**config.mk**
```make
export PLATFORM = sky130hd
export DESIGN_NAME = uart_rx_os16
export DESIGN_NICKNAME = d
export VERILOG_FILES = /design/src/rtl/uart_rx_os16.sv
export SDC_FILE = /design/constraint.sdc
export NUM_CORES = 1
export LEC_CHECK = 0
export ABC_AREA = 1
export CAP_MARGIN = 40
export CORE_ASPECT_RATIO = 1.75
export CORE_MARGIN = 5
export CORE_UTILIZATION = 30
export CTS_CLUSTER_DIAMETER = 30
export DETAILED_ROUTE_END_ITERATION = 8
export DONT_BUFFER_PORTS = 1
export HOLD_SLACK_MARGIN = 0.03
export SLEW_MARGIN = 30
export SYNTH_ARGS = -nofsm -noshare
export SYNTH_HDL_FRONTEND = slang
export SYNTH_SLANG_ARGS = --single-unit
```
**constraint.sdc**
```tcl
create_clock -name clk -period 3.4 [get_ports clk]
set_input_delay 0.68 -clock clk [delete_from_list [all_inputs] [get_ports clk]]
set_output_delay 0.68 -clock clk [all_outputs]
set_load 0.02 [all_outputs]
```
**src/rtl/uart_rx_os16.sv**
```systemverilog
// uart_rx_os16: 16x-oversampled UART receiver (8N1 by default) with a one-entry valid/ready holding register.
// Define UART_RX_PARITY_EN to expect an even-parity bit between the data bits and the stop bit.
module uart_rx_os16 #(
  parameter int CLK_HZ     = 100_000_000,
  parameter int BAUD       = 115200,
  parameter int OVERSAMPLE = 16,
  parameter int DATA_BITS  = 8
) (
  input  logic                 clk,
  input  logic                 rst,
  input  logic                 Rx,
  output logic [DATA_BITS-1:0] Dout,
  output logic                 Dout_valid,
  input  logic                 Dout_ready,
  output logic                 Rx_done,
  output logic                 frame_err,
  output logic                 parity_err,
  output logic                 overrun
);

  localparam int DIV   = (CLK_HZ + (BAUD * OVERSAMPLE) / 2) / (BAUD * OVERSAMPLE);
  localparam int DIV_W = (DIV > 1) ? $clog2(DIV) : 1;
  localparam int BIT_W = (DATA_BITS > 1) ? $clog2(DATA_BITS) : 1;
  localparam logic [DIV_W-1:0] DIV_LAST = DIV_W'(DIV - 1);
  localparam logic [BIT_W-1:0] BIT_LAST = BIT_W'(DATA_BITS - 1);

`ifdef UART_RX_PARITY_EN
  typedef enum logic [2:0] {
    S_IDLE   = 3'd0,
    S_START  = 3'd1,
    S_DATA   = 3'd2,
    S_PARITY = 3'd3,
    S_STOP   = 3'd4,
    S_BREAK  = 3'd5
  } state_t;

  function automatic logic parity_even(input logic [DATA_BITS-1:0] data);
    return ^data;
  endfunction
`else
  typedef enum logic [2:0] {
    S_IDLE  = 3'd0,
    S_START = 3'd1,
    S_DATA  = 3'd2,
    S_STOP  = 3'd4,
    S_BREAK = 3'd5
  } state_t;
`endif

  state_t               state_r;
  logic                 rx_meta_r;
  logic                 rx_sync_r;
  logic [DIV_W-1:0]     div_cnt_r;
  logic [3:0]           sample_cnt_r;
  logic [BIT_W-1:0]     bit_cnt_r;
  logic [DATA_BITS-1:0] shift_r;
  logic [DATA_BITS-1:0] dout_r;
  logic                 dout_valid_r;
  logic                 rx_done_r;
  logic                 frame_err_r;
  logic                 overrun_r;
`ifdef UART_RX_PARITY_EN
  logic                 par_err_r;
  logic                 parity_err_r;
`endif

  logic tick_s;
  logic mid_s;
  logic end_s;
  logic drain_s;

  // Two-flop synchronizer for the asynchronous serial input; idles high.
  always_ff @(posedge clk or posedge rst) begin
    if (rst) begin
      rx_meta_r <= 1'b1;
      rx_sync_r <= 1'b1;
    end else begin
      rx_meta_r <= Rx;
      rx_sync_r <= rx_meta_r;
    end
  end

  // Oversample tick decode and handshake detection.
  always_comb begin
    tick_s  = (div_cnt_r == DIV_LAST);
    mid_s   = tick_s && (sample_cnt_r == 4'd7);
    end_s   = tick_s && (sample_cnt_r == 4'd15);
    drain_s = dout_valid_r && Dout_ready;
  end

  // Receive FSM with tick/sample/bit counters and the registered holding register.
  always_ff @(posedge clk or posedge rst) begin
    if (rst) begin
      state_r      <= S_IDLE;
      div_cnt_r    <= {DIV_W{1'b0}};
      sample_cnt_r <= 4'd0;
      bit_cnt_r    <= {BIT_W{1'b0}};
      shift_r      <= {DATA_BITS{1'b0}};
      dout_r       <= {DATA_BITS{1'b0}};
      dout_valid_r <= 1'b0;
      rx_done_r    <= 1'b0;
      frame_err_r  <= 1'b0;
      overrun_r    <= 1'b0;
`ifdef UART_RX_PARITY_EN
      par_err_r    <= 1'b0;
      parity_err_r <= 1'b0;
`endif
    end else begin
      rx_done_r   <= 1'b0;
      frame_err_r <= 1'b0;
`ifdef UART_RX_PARITY_EN
      parity_err_r <= 1'b0;
`endif

      // Restarting the divider on the start edge keeps every sample phase-aligned to it.
      if ((state_r == S_IDLE) && !rx_sync_r) begin
        div_cnt_r <= {DIV_W{1'b0}};
      end else if (tick_s) begin
        div_cnt_r <= {DIV_W{1'b0}};
      end else begin
        div_cnt_r <= div_cnt_r + {{(DIV_W-1){1'b0}}, 1'b1};
      end

      if (tick_s) begin
        sample_cnt_r <= sample_cnt_r + 4'd1;
      end

      if (drain_s) begin
        dout_valid_r <= 1'b0;
        overrun_r    <= 1'b0;
      end

      case (state_r)
        S_IDLE: begin
          if (!rx_sync_r) begin
            state_r      <= S_START;
            sample_cnt_r <= 4'd0;
            bit_cnt_r    <= {BIT_W{1'b0}};
          end
        end
        S_START: begin
          if (mid_s) begin
            if (rx_sync_r) begin
              state_r <= S_IDLE;
            end else begin
              state_r      <= S_DATA;
              sample_cnt_r <= 4'd0;
            end
          end
        end
        S_DATA: begin
          if (end_s) begin
            shift_r <= DATA_BITS'({rx_sync_r, shift_r} >> 1);
            if (bit_cnt_r == BIT_LAST) begin
              bit_cnt_r <= {BIT_W{1'b0}};
`ifdef UART_RX_PARITY_EN
              state_r   <= S_PARITY;
`else
              state_r   <= S_STOP;
`endif
            end else begin
              bit_cnt_r <= bit_cnt_r + {{(BIT_W-1){1'b0}}, 1'b1};
            end
          end
        end
`ifdef UART_RX_PARITY_EN
        S_PARITY: begin
          if (end_s) begin
            par_err_r <= (rx_sync_r != parity_even(shift_r));
            state_r   <= S_STOP;
          end
        end
`endif
        S_STOP: begin
          if (end_s) begin
            if (!rx_sync_r) begin
              frame_err_r <= 1'b1;
              state_r     <= S_BREAK;
`ifdef UART_RX_PARITY_EN
            end else if (par_err_r) begin
              parity_err_r <= 1'b1;
              state_r      <= S_IDLE;
`endif
            end else begin
              state_r <= S_IDLE;
              // A drain in this same cycle frees the slot, so the new byte still lands.
              if (!dout_valid_r || Dout_ready) begin
                dout_r       <= shift_r;
                dout_valid_r <= 1'b1;
                rx_done_r    <= 1'b1;
              end else begin
                overrun_r <= 1'b1;
              end
            end
          end
        end
        S_BREAK: begin
          if (rx_sync_r) begin
            state_r <= S_IDLE;
          end
        end
        default: begin
          state_r <= S_IDLE;
        end
      endcase
    end
  end

  assign Dout       = dout_r;
  assign Dout_valid = dout_valid_r;
  assign Rx_done    = rx_done_r;
  assign frame_err  = frame_err_r;
  assign overrun    = overrun_r;
`ifdef UART_RX_PARITY_EN
  assign parity_err = parity_err_r;
`else
  assign parity_err = 1'b0;
`endif

endmodule

```
* After elaboration in Yosys (flattened, before gate mapping)
Index checks and enable logic that the tools add are counted.
Storage, ports and cells: bits in registers 38, latch bits 0, memory bits (writable) 0, bits in read-only memories 0, input bits 4, output and inout bits 13, memories 0
Cells by class: add/subtract/negate cells 3, $mul 0, div/mod/pow operators 0, $lt $le $gt $ge 0, equal/unequal tests 14, shift-type cells 0, mux-type cells 36, bitwise logic cells 0, reductions and logical operators 13
Operators by type and width (count):
- 3-bit 2-to-1 mux | 10
- 1-bit 2-to-1 mux | 17
- 3-bit one-hot mux with 5 select lines | 1
- 4-bit 2-to-1 mux | 3
- 6-bit 2-to-1 mux | 2
- 2-bit != test, second input constant | 6
- 3-bit equality test, second input constant | 3
- 4-bit one-hot mux with 2 select lines | 1
- 6-bit by 1-bit adder with 6-bit output, second input constant | 1
- 6-bit equality test, second input constant | 1
- 3-bit one-hot mux with 2 select lines | 1
- 6-bit AND reduction | 1
- 4-bit by 1-bit adder with 4-bit output, second input constant | 1
- 4-bit by 3-bit equality test with 1-bit output, second input constant | 1
- 4-bit equality test, second input constant | 1
- 1-bit logical AND | 4
- 4-bit AND reduction | 1
- 3-bit by 1-bit adder with 3-bit output, second input constant | 1
- 3-bit by 1-bit equality test with 1-bit output, second input constant | 1
- 3-bit by 2-bit equality test with 1-bit output, second input constant | 1
- 3-bit logical NOT | 1
- 3-bit AND reduction | 1
- 1-bit logical NOT | 2
- 2-bit 2-to-1 mux | 1
- 3 further kinds | 3

* Longest topological paths before layout
Gate-level depths: netlist of run 1.
depth in word-level cells 6, depth in mapped cells 10, depth with buffers taken out 9

* Worst setup path before layout of run 1
No wires, ideal clock.
path kind register to register, start register div_cnt_r[1], end register dout_r[3], in the netlist Dout[3], setup time 0.117 ns, arrival 1.390 ns, required time 3.283 ns, slack 1.893 ns, stages on the path, launching flop included 11, path buffers 1, path through dfrtp_1 -> inv_1 -> ha_1 -> nand3_4 -> nor2_8 -> nand2_8 -> inv_4 -> nand3_4 -> buf_6 -> nand2_2 -> o21ai_2
On the way: word-level cells in the longest chain between the ends 3
RTL lines:
- from (decl) | line 53 | logic [DIV_W-1:0] div_cnt_r;
- from (signal assigned) | line 95 | div_cnt_r <= {DIV_W{1'b0}};
- from (signal assigned) | line 117 | div_cnt_r <= {DIV_W{1'b0}};
- from (signal assigned) | line 119 | div_cnt_r <= {DIV_W{1'b0}};
- 6-bit equality test | line 85 | tick_s = (div_cnt_r == DIV_LAST);
- 1-bit logical AND | line 87 | end_s = tick_s && (sample_cnt_r == 4'd15);
- 4-bit AND reduction (no source line)
- to (signal assigned) | line 99 | dout_r <= {DATA_BITS{1'b0}};
- to (signal assigned) | line 188 | dout_r <= shift_r;
- to (decl) | line 57 | logic [DATA_BITS-1:0] dout_r;
No other way between the ends. A chain may end at the register's enable or synchronous reset.

* Worst setup path in the final report of run 1
start register div_cnt_r[1], end register dout_r[5], in the netlist Dout[5]
The elaborated chain is that of the path after synthesis.

==> metrics.log, run 1 <==
[metrics] global-route usage over all layers: 0.0914
[metrics] final WL: 3090 µm
[metrics] sequential area share after synthesis: 0.527
[metrics] die outline height: 113 µm
[metrics] area grow syn2layout: 9.40%
[metrics] final worst path period share: 0.479
[metrics] die outline width: 68.7 µm
[metrics] Data arrival, critical path: 1800 ps
[metrics] number of instances in the synthesized netlist: 196
[metrics] final number of max-transition violations: 0
[metrics] count of placed standard cells including taps: 272
[metrics] drt first pass iters: 4
[metrics] hold buffer count at cts: 0
[metrics] number of unique standard cell types used by synthesis: 27
[metrics] depth of the CTS H-tree: 2
[metrics] clock-pin transition on the worst setup and hold timing paths: 70 ps
[metrics] vias in the first global route: 1180
[metrics] highest clock rate: 0.614 GHz
[metrics] launch instance of the worst min-delay path: rx_meta_r
[metrics] startpoint-to-endpoint class of the critical path: reg -> reg
[metrics] number of antenna violations at the first check in global routing: 0
[metrics] flop and latch count out of synthesis: 38
[metrics] antenna fix cells: 0
[metrics] Core Box Area: 5880 µm²
[metrics] kind of path behind the tightest hold check: reg -> reg
[metrics] Post-Syn Nets: 205
[metrics] Ys Warns: 0
[metrics] detail-routed net length per standard cell: 11.0 µm
[metrics] maximum clock insertion buffer count: 2
[metrics] total power divided by cell area: 397 nW/µm²
[metrics] most common cell after layout, fill and taps aside: nand2_1
[metrics] number of buffer cells added on primary ports: 0
[metrics] initial cell density of the core: 0.308
[metrics] count of placed standard cells in the final layout, fillers left out: 280
[metrics] leak pwr: 0.989 nW
[metrics] element type at the critical path start: flip-flop
[metrics] number of clock sinks: 38
[metrics] highest fanout seen on the critical path: 17
[metrics] CTS tree: built
[metrics] mean instance size in the synthesized netlist: 9.24 µm²
[metrics] via density per instance: 4.35
[metrics] die footprint: 7750 µm²
[metrics] number of post-CTS setup repair buffers: 0
[metrics] launch point of the worst path: div_cnt_r[1]
[metrics] Fin Setup TNS: 0 ps
[metrics] global-route congestion overflow total: 0
[metrics] fraction of layout instances using a drive strength above 1: 0.153
[metrics] Netlist Area Pre-Place: 1810 µm²
[metrics] drc violations: 0
[metrics] Peak supply drop: 155 µV
[metrics] worst clock skew on the final layout: 10.4 ps
[metrics] Inserted Clock Buffers: 5
[metrics] maximum number of pins on one net before global-route repair: 39
[metrics] Routability Congestion: 0.745
[metrics] DR vias: 1218
[metrics] Core Util, Final: 0.337
[metrics] placed wire-length estimate after detailed placement: 2310 µm
[metrics] category of the worst setup path capture point: flip-flop
[metrics] Site Rows: 37
[metrics] number of endpoints failing setup at the final stage: 0
[metrics] hold path cells: 0
[metrics] max capacitance violation total: 0
[metrics] final number of hold-violating endpoints: 0
[metrics] minimum period implied by the final worst setup slack: 1630 ps
[metrics] later-pin clock latency in the skew report: 290 ps
[metrics] number of cell instances on the worst register-to-register path: 9
[metrics] worst reg2reg path startpoint: div_cnt_r[1]
[metrics] cell chosen for the clock root: clkbuf_8
[metrics] status: completed
[metrics] unrepaired setup endpoints after global routing: false
[metrics] first-pass GRT wire length: 5310 µm
[metrics] net total in the final layout: 210
[metrics] I/O pin cnt: 17
[metrics] final antenna-violating net count: 0
[metrics] number of DRC markers after the initial detailed-route iteration: 57
[metrics] leading cell types in the layout, fill and taps excluded: 49 x nand2_1, 36 x dfrtp_1, 22 x inv_1
[metrics] worst path required time: 3570 ps
[metrics] number of gates resized after CTS: 0
[logic make-up after synthesis]
kind of cell               share of synthesized area
and+or+nand+nor                                0.254
DFF                                            0.527
buffers and inverters                         0.0698
AOI/OAI and AO/OA                             0.0885
xor gates and xnor gates                      0.0242
adders and majority gates                     0.0346
other                                        0.00207
[worst paths after layout]
kind	to	slack (ps)
setup / recovery	Dout[5]	1770
hold / removal	rx_sync_r	360
setup reg to reg	Dout[5]	1770
hold reg to reg	rx_sync_r	360
max in group asynchronous	rx_sync_r	2650
min in group asynchronous	Dout[2]	380
[report_power, final]
| group | total (W) | internal, W | switching, W |
|---|---|---|---|
| logic | 0.0000129 | 0.00000191 | 0.0000110 |
| registers | 0.000458 | 0.000455 | 0.00000305 |
| clock network | 0.000316 | 0.000164 | 0.000152 |
[cell usage after synthesis]
cell type  instances  area [µm²]
a21boi_1           1        7.51
dfstp_2            2        52.6
conb_1             1        3.75
inv_2              3        11.3
nor2_8             2        40.0
nor2_2             2        12.5
nand2_2            2        12.5
inv_4              1        6.26
inv_1             22        82.6
nand4_1            5        31.3
o21ai_2            8        70.1
nand2_1           49         184
a21oi_1            4        20.0
nand3_1            7        35.0
buf_6              1        11.3
nand3_4            2        35.0
ha_1               5        62.6
a22oi_1            1        7.51
o21ai_0            2        10.0
nor3_1             3        15.0
dfrtp_1           36         901
xor2_1             3        26.3
o21ai_1            9        45.0
nor2_1            20        75.1
nand2_8            1        20.0
buf_4              2        15.0
xnor2_1            2        17.5
[state kept, by name, summed over array words and instances, names as in the netlist]
signal        cells
Dout              8
Dout_valid        1
Rx_done           1
bit_cnt_r         3
div_cnt_r         6
frame_err         1
overrun           1
rx_meta_r         1
rx_sync_r         1
sample_cnt_r      4
shift_r           8
state_r           3
[final cells by class]
class | instances | area, µm²
clock buffer | 7 | 86.3
fill | 623 | 3900
timing repair buffer | 1 | 7.51
clock inverter | 1 | 5.00
sequential | 38 | 953
tap | 78 | 97.6
multi-input combinational | 129 | 731
inverter | 26 | 100
[per-stage QoR]
step / cell area [µm²] / hold slack (ps) / setup slack, ps / power, W
CTS: 1980 / 358 / 1740 / 0.000799
floorplan: 1810 / 345 / 1860 / 0.000477
global route: 1980 / 367 / 1610 / 0.000823
detailed placement: 1890 / 348 / 1750 / 0.000481
finish: 1980 / 357 / 1770 / 0.000787
global placement: 1890 / 347 / 1800 / 0.000480
[layer usage]
layer / wire [µm] / up-vias / track usage
met2: 1570 / 22 / 0.142
met1: 1210 / 564 / 0.103
li1: - / 623 / -
met5: 0 / - / 0
met4: 122 / 0 / 0.0586
met3: 189 / 9 / 0.0318
[worst max-delay path: stages (launching register included)]
cell and delay, ps:
dfrtp_1 410, inv_1 70, ha_1 180, nand3_4 100, nor2_8 180, nand2_8 100, inv_4 80, nand3_4 200
nand2_1 150, o21ai_2 60
(Power assumes the default switching activity.)
==> run 2, diff against run 1 <==
- clock period: 3.4 -> 1.7 ns (I/O delays scaled with it)
==> metrics.log, run 2 (same netlist as run 1, synthesis figures left out) <==
[metrics] Data arrival, critical path: 1730 ps (-70 ps)
[metrics] leading cell types in the layout, fill and taps excluded: 49 x nand2_1, 36 x dfrtp_1, 22 x inv_1
[metrics] final number of max-transition violations: 0 (unchanged)
[metrics] final antenna-violating net count: 0 (unchanged)
[metrics] placed cell area: 1900 µm² (+0.79%)
[metrics] number of clock sinks: 38 (unchanged)
[metrics] Peak supply drop: 373 µV (+140%)
[metrics] startpoint-to-endpoint class of the critical path: reg -> reg
[metrics] worst path required time: 1890 ps (-1680 ps)
[metrics] overall power of the completed layout: 0.00187 W (+140%)
[metrics] Routability Congestion: 0.753 (+1.1%)
[metrics] sequential cell area in the final layout: 953 µm² (unchanged)
[metrics] Slowest-stage cell, CP: dfrtp_1
[metrics] highest clock rate: 0.650 GHz (+5.9%)
[metrics] most numerous cell on the critical path: nand2_1
[metrics] Core Box Area: 5880 µm² (unchanged)
[metrics] Critical Path Max Stage Delay: 420 ps (about the same)
[metrics] CTS tree: built
[metrics] category of the worst setup path capture point: flip-flop
[metrics] I/O pin cnt: 17 (unchanged)
[metrics] die outline width: 68.7 µm (unchanged)
[metrics] placed wire-length estimate after detailed placement: 2430 µm (+5.0%)
[metrics] clock-pin transition on the worst setup and hold timing paths: 80 ps (about the same)
[metrics] die footprint: 7750 µm² (unchanged)
[metrics] unrepaired setup endpoints after global routing: false
[metrics] DR vias: 1275 (+4.7%)
[metrics] maximum number of pins on one net before global-route repair: 39 (unchanged)
[metrics] first-pass GRT wire length: 5970 µm (+12%)
[metrics] cell chosen for the clock root: clkbuf_8
[metrics] status: completed
[metrics] highest fanout seen on the critical path: 8 (-9)
[metrics] vias in the first global route: 1270 (+7.6%)
[metrics] initial cell density of the core: 0.308 (unchanged)
[metrics] global-route usage over all layers: 0.101 (+0.00950)
[metrics] number of antenna violations at the first check in global routing: 0 (unchanged)
[metrics] net total in the final layout: 214 (+1.9%)
[metrics] R2R Setup Slk: 160 ps (-1610 ps)
[metrics] Inserted Clock Buffers: 5 (unchanged)
[metrics] depth of the CTS H-tree: 2 (unchanged)
[metrics] number of endpoints failing setup at the final stage: 0 (unchanged)
[metrics] leak pwr: 1.02 nW (+3.6%)
[metrics] max capacitance violation total: 0 (unchanged)
[metrics] multi-input logic area: 752 µm² (+2.9%)
[metrics] via density per instance: 4.49 (+3.2%)
[metrics] final number of hold-violating endpoints: 0 (unchanged)
[metrics] endpoint of the worst register-to-register path: state_r[2]
[metrics] number of buffer cells added on primary ports: 0 (unchanged)
[metrics] number of filler cells placed in the layout: 617 (-0.96%)
[metrics] final instance area: 2070 µm² (+4.7%)
[metrics] worst reg2reg path startpoint: div_cnt_r[1]
[metrics] later-pin clock latency in the skew report: 290 ps (about the same)
[metrics] drc violations: 0 (unchanged)
[metrics] number of cell instances on the worst register-to-register path: 9 (unchanged)
[metrics] area grow syn2layout: 14.5%
[metrics] detail-routed net length per standard cell: 12.1 µm (+9.4%)
[metrics] minimum period implied by the final worst setup slack: 1540 ps (-90.6 ps)
[metrics] maximum clock insertion buffer count: 2 (unchanged)
[metrics] die outline height: 113 µm (unchanged)
[metrics] most common cell after layout, fill and taps aside: nand2_1
[metrics] cell chain of the critical path: inv_1 -> ha_1 -> nand3_4 -> nor2_8 -> nand2_1 -> nand2_1 -> nand3_1 -> nand2_1 -> nand2_1
[metrics] fraction of layout instances using a drive strength above 1: 0.175 (+0.0213)
[metrics] number of DRC markers after the initial detailed-route iteration: 113 (+98%)
[metrics] final WL: 3430 µm (+11%)
[metrics] final worst path period share: 0.905 (+0.426)
[metrics] Fin Setup TNS: 0 ps (unchanged)
[metrics] total power divided by cell area: 901 nW/µm² (+130%)
[metrics] Site Rows: 37 (unchanged)
[metrics] drt first pass iters: 4 (unchanged)
[metrics] global-route congestion overflow total: 0 (unchanged)
[metrics] antenna fix cells: 0 (unchanged)
[metrics] element type at the critical path start: flip-flop
[metrics] worst clock skew on the final layout: 9.90 ps (-0.517 ps)
[metrics] kind of path behind the tightest hold check: in -> async
==> run 2: worst max-delay path by stage <==
stage	start	to	slack, ps	cells past startpoint
global placement	div_cnt_r[1]	Dout[6]	150	9
detailed placement	div_cnt_r[1]	Dout[0]	100	9
CTS	div_cnt_r[1]	Dout[6]	90	9
finish	div_cnt_r[1]	state_r[2]	160	9
global route	div_cnt_r[1]	state_r[2]	20	9
floorplan	div_cnt_r[1]	Dout[3]	190	10
==> run 2: layout make-up <==
| class | count | area share |
|---|---|---|
| clock buffers | 5 | 0.0332 |
| multi-input cells | 130 | 0.363 |
| flip-flops and latches | 38 | 0.460 |
| clock inverters | 3 | 0.0332 |
| well taps | 78 | 0.0471 |
| repair buffers | 4 | 0.0157 |
| inverters | 26 | 0.0483 |
==> run 2: through the flow <==
stage / utilization / instances / setup WS [ps] / hold WS [ps]
floorplan: - / 196 / 193 / 344
global placement: 0.324 / 274 / 154 / 345
detailed placement: 0.324 / 274 / 98.2 / 345
CTS: 0.347 / 282 / 89.4 / 33.2
global route: 0.353 / 284 / 24.1 / 82.3
finish: 0.353 / 284 / 162 / 35.6
==> run 2: what timing repair did <==
action | 4_1_cts | 5_1_grt
gates resized for setup | 0 | 2
hold buffers | 0 | 1
buffers inserted | 0 | 0
endpoints found under the setup margin | 0 | 10
hold endpoints to repair | 0 | 1
==> run 2: worst max-delay path: cells and delay by family, from the launching register on <==
kind	cells	cell delay [ps]
buffers and inverters	1	70
AND/OR/NAND/NOR	7	760
adder cells (fa/ha/maj)	1	190
flip-flops	1	420
==> run 2: where the power goes <==
| group | switching, W | internal, W |
|---|---|---|
| registers | 0.00000594 | 0.000909 |
| logic | 0.0000235 | 0.00000680 |
| clock network | 0.000334 | 0.000588 |
| total | 0.000364 | 0.00150 |
==> run 2: per-layer routing <==
metal / track usage / part of all wire / vias to the layer above / routed length [µm]
met5: 0 / 0 / - / 0
met4: 0.0547 / 0.028 / 0 / 97
met3: 0.0228 / 0.048 / 7 / 166
met2: 0.177 / 0.55 / 20 / 1890
met1: 0.107 / 0.37 / 610 / 1270
li1: - / - / 638 / -
==> run 3, diff against run 2 <==
--- a/config.mk
+++ b/config.mk
@@ -11,5 +11,5 @@
 export CORE_MARGIN = 5
 export CORE_UTILIZATION = 30
-export CTS_CLUSTER_DIAMETER = 30
+export CTS_CLUSTER_DIAMETER = 200
 export DETAILED_ROUTE_END_ITERATION = 8
 export DONT_BUFFER_PORTS = 1
==> constraint.sdc (replaced) <==
create_clock -name clk -period 1.7 [get_ports clk]
set_input_delay 0.34 -clock clk [delete_from_list [all_inputs] [get_ports clk]]
set_output_delay 0.34 -clock clk [all_outputs]
set_load 0.1 [all_outputs]
==> metrics.log, run 3 (same netlist as run 1, synthesis figures left out) <==
[metrics] status: completed
[metrics] endpoint of the worst register-to-register path: Dout[2]
[metrics] I/O pin cnt: 17 (unchanged)
[metrics] switching component of the power: 0.000388 W (+6.6%)
[metrics] R2R Setup Slk: 210 ps (+50 ps)
[metrics] Core Util, Final: 0.366 (+0.0138)
[metrics] antenna fix cells: 0 (unchanged)
[metrics] number of cell instances on the worst register-to-register path: 9 (unchanged)
[metrics] number of endpoints failing setup at the final stage: 0 (unchanged)
[metrics] element type at the critical path start: flip-flop
[metrics] Inserted Clock Buffers: 5 (unchanged)
[metrics] drt first pass iters: 4 (unchanged)
[metrics] leak pwr: 1.08 nW (+5.5%)
[metrics] drc violations: 0 (unchanged)
[metrics] vias in the first global route: 1246 (-1.9%)
[metrics] cell chain of the critical path: inv_1 -> ha_1 -> nand3_4 -> nor2_8 -> nand2_8 -> inv_4 -> nand3_4 -> nand2_1 -> o21ai_2
[metrics] number of antenna violations at the first check in global routing: 0 (unchanged)
[metrics] Core Box Area: 5880 µm² (unchanged)
[metrics] Data arrival, critical path: 1680 ps (-50 ps)
[metrics] number of clock sinks: 38 (unchanged)
[metrics] die outline width: 68.7 µm (unchanged)
[metrics] CTS tree: built
[metrics] worst clock skew on the final layout: 12.1 ps (+2.24 ps)
[metrics] final number of hold-violating endpoints: 0 (unchanged)
[metrics] maximum number of pins on one net before global-route repair: 39 (unchanged)
[metrics] share of power burned in combinational logic: 0.032 (+0.016)
[metrics] final worst path period share: 0.878 (-0.0272)
[metrics] global-route congestion overflow total: 0 (unchanged)
[metrics] maximum clock insertion buffer count: 2 (unchanged)
[metrics] most common cell after layout, fill and taps aside: nand2_1
[metrics] DR vias: 1302 (+2.1%)
[metrics] unrepaired setup endpoints after global routing: false
[metrics] Peak supply drop: 363 µV (-2.6%)
[metrics] number of buffer cells added on primary ports: 0 (unchanged)
[metrics] final instance area: 2150 µm² (+3.9%)
[metrics] placed cell area: 2000 µm² (+5.1%)
[metrics] internal power: 0.00136 W (-9.9%)
[metrics] worst reg2reg path startpoint: div_cnt_r[1]
[metrics] most numerous cell on the critical path: nand3_4
[metrics] final antenna-violating net count: 0 (unchanged)
[metrics] total power divided by cell area: 809 nW/µm² (-10%)
[metrics] worst path required time: 1890 ps (about the same)
[metrics] final WL: 3350 µm (-2.4%)
[metrics] leading cell types in the layout, fill and taps excluded: 49 x nand2_1, 36 x dfrtp_1, 22 x inv_1
[metrics] placed wire-length estimate after detailed placement: 2350 µm (-2.9%)
[metrics] highest fanout seen on the critical path: 9 (+1)
[metrics] first-pass GRT wire length: 5790 µm (-3.0%)
[metrics] category of the worst setup path capture point: flip-flop
[metrics] Critical Path Max Stage Delay: 410 ps (about the same)
[metrics] clock-pin transition on the worst setup and hold timing paths: 80 ps (about the same)
[metrics] depth of the CTS H-tree: 2 (unchanged)
[metrics] die footprint: 7750 µm² (unchanged)
[metrics] fraction of layout instances using a drive strength above 1: 0.227 (+0.0525)
[metrics] Site Rows: 37 (unchanged)
[metrics] via density per instance: 4.37 (-2.7%)
[metrics] max capacitance violation total: 0 (unchanged)
[metrics] Routability Congestion: 0.851 (+13%)
[metrics] die outline height: 113 µm (unchanged)
[metrics] startpoint-to-endpoint class of the critical path: reg -> reg
[metrics] register share of total power: 0.524 (+0.034)
[metrics] switching fraction of total power: 0.222 (+0.0277)
[metrics] final number of max-transition violations: 0 (unchanged)
[metrics] Fin Setup TNS: 0 ps (unchanged)
[metrics] highest clock rate: 0.670 GHz (+3.1%)
[metrics] number of DRC markers after the initial detailed-route iteration: 98 (-13%)
[metrics] kind of path behind the tightest hold check: in -> async
[metrics] detail-routed net length per standard cell: 11.2 µm (-7.0%)
[metrics] cell chosen for the clock root: clkbuf_8
[metrics] area grow syn2layout: 19.0%
[metrics] global-route usage over all layers: 0.101 (about the same)
[metrics] initial cell density of the core: 0.308 (unchanged)
[metrics] minimum period implied by the final worst setup slack: 1490 ps (-46.2 ps)
[metrics] Clock Power Share: 0.445 (-0.049)
[metrics] Slowest-stage cell, CP: dfrtp_1
[metrics] net total in the final layout: 228 (+6.5%)
[metrics] later-pin clock latency in the skew report: 300 ps (about the same)
[run 3: cell count changes in the layout (fill, tap and decap cells not counted), sizes merged]
cell | previous run | this run
clkinv | 1 | 0
clkinvlp | 0 | 2
buf | 3 | 17
bufinv | 2 | 1
[run 3: worst max-delay path, delay by kind of cell (launching register included)]
| family | cells | cell delay, ps |
|---|---|---|
| and+or+nand+nor | 5 | 580 |
| DFF | 1 | 410 |
| adders and majority gates | 1 | 180 |
| buffers and inverters | 2 | 170 |
| AOI/OAI and AO/OA | 1 | 50 |
[run 3: through the flow]
stage / std cells / hold slack, ps / power, W / setup slack [ps]
after floorplan: 196 / 344 / 0.000973 / 41.3
final: 298 / 20.6 / 0.00174 / 208
after global placement: 287 / 345 / 0.000985 / 153
after detailed placement: 287 / 345 / 0.000986 / 102
after CTS: 296 / 40.2 / 0.00177 / 94.6
after global routing: 298 / 66.5 / 0.00182 / 61.9
[run 3: timing repair]
item / 4_1_cts / 5_1_grt
endpoints found under the setup margin: 0 / 9
setup buffers: 0 / 1
hold buffers: 1 / 0
endpoints found under the hold margin: 1 / 0
gates resized for setup: 0 / 2
[run 3: cell type report]
| cell class | count | area [µm²] |
|---|---|---|
| Timing Repair Buffer | 18 | 138 |
| Multi-Input combinational cell | 130 | 752 |
| Sequential cell | 38 | 953 |
| Inverter | 26 | 100 |
| Clock inverter | 3 | 45.0 |
| Tap cell | 78 | 97.6 |
| Clock buffer | 5 | 68.8 |
| Fill cell | 617 | 3720 |
[run 3: metal layers]
metal / vias up / global-route usage / wire length (µm)
li1: 659 / - / -
met1: 616 / 0.108 / 1290
met2: 20 / 0.166 / 1790
met3: 7 / 0.0318 / 168
met4: 0 / 0.0625 / 104
met5: - / 0 / 0
[run 3: worst max path at each step]
stage / depth (start not counted) / endpoint / slack [ps] / start
2_1_floorplan: 7 / Dout[3] / 40 / Dout_valid
3_3_place_gp: 9 / Dout[6] / 150 / div_cnt_r[1]
3_5_place_dp: 9 / Dout[2] / 100 / div_cnt_r[1]
4_1_cts: 9 / Dout[2] / 90 / div_cnt_r[1]
5_1_grt: 8 / div_cnt_r[5] / 60 / div_cnt_r[1]
6_report: 9 / Dout[2] / 210 / div_cnt_r[1]
[run 3: power by group through the flow]
stage | clock (W) | combinational [W] | sequential (W)
floorplan | 0 | 0.0000294 | 0.000944
detailed placement | 0 | 0.0000553 | 0.000930
global route | 0.000848 | 0.0000612 | 0.000913
finish | 0.000775 | 0.0000551 | 0.000913
CTS | 0.000805 | 0.0000573 | 0.000912
global placement | 0 | 0.0000552 | 0.000930
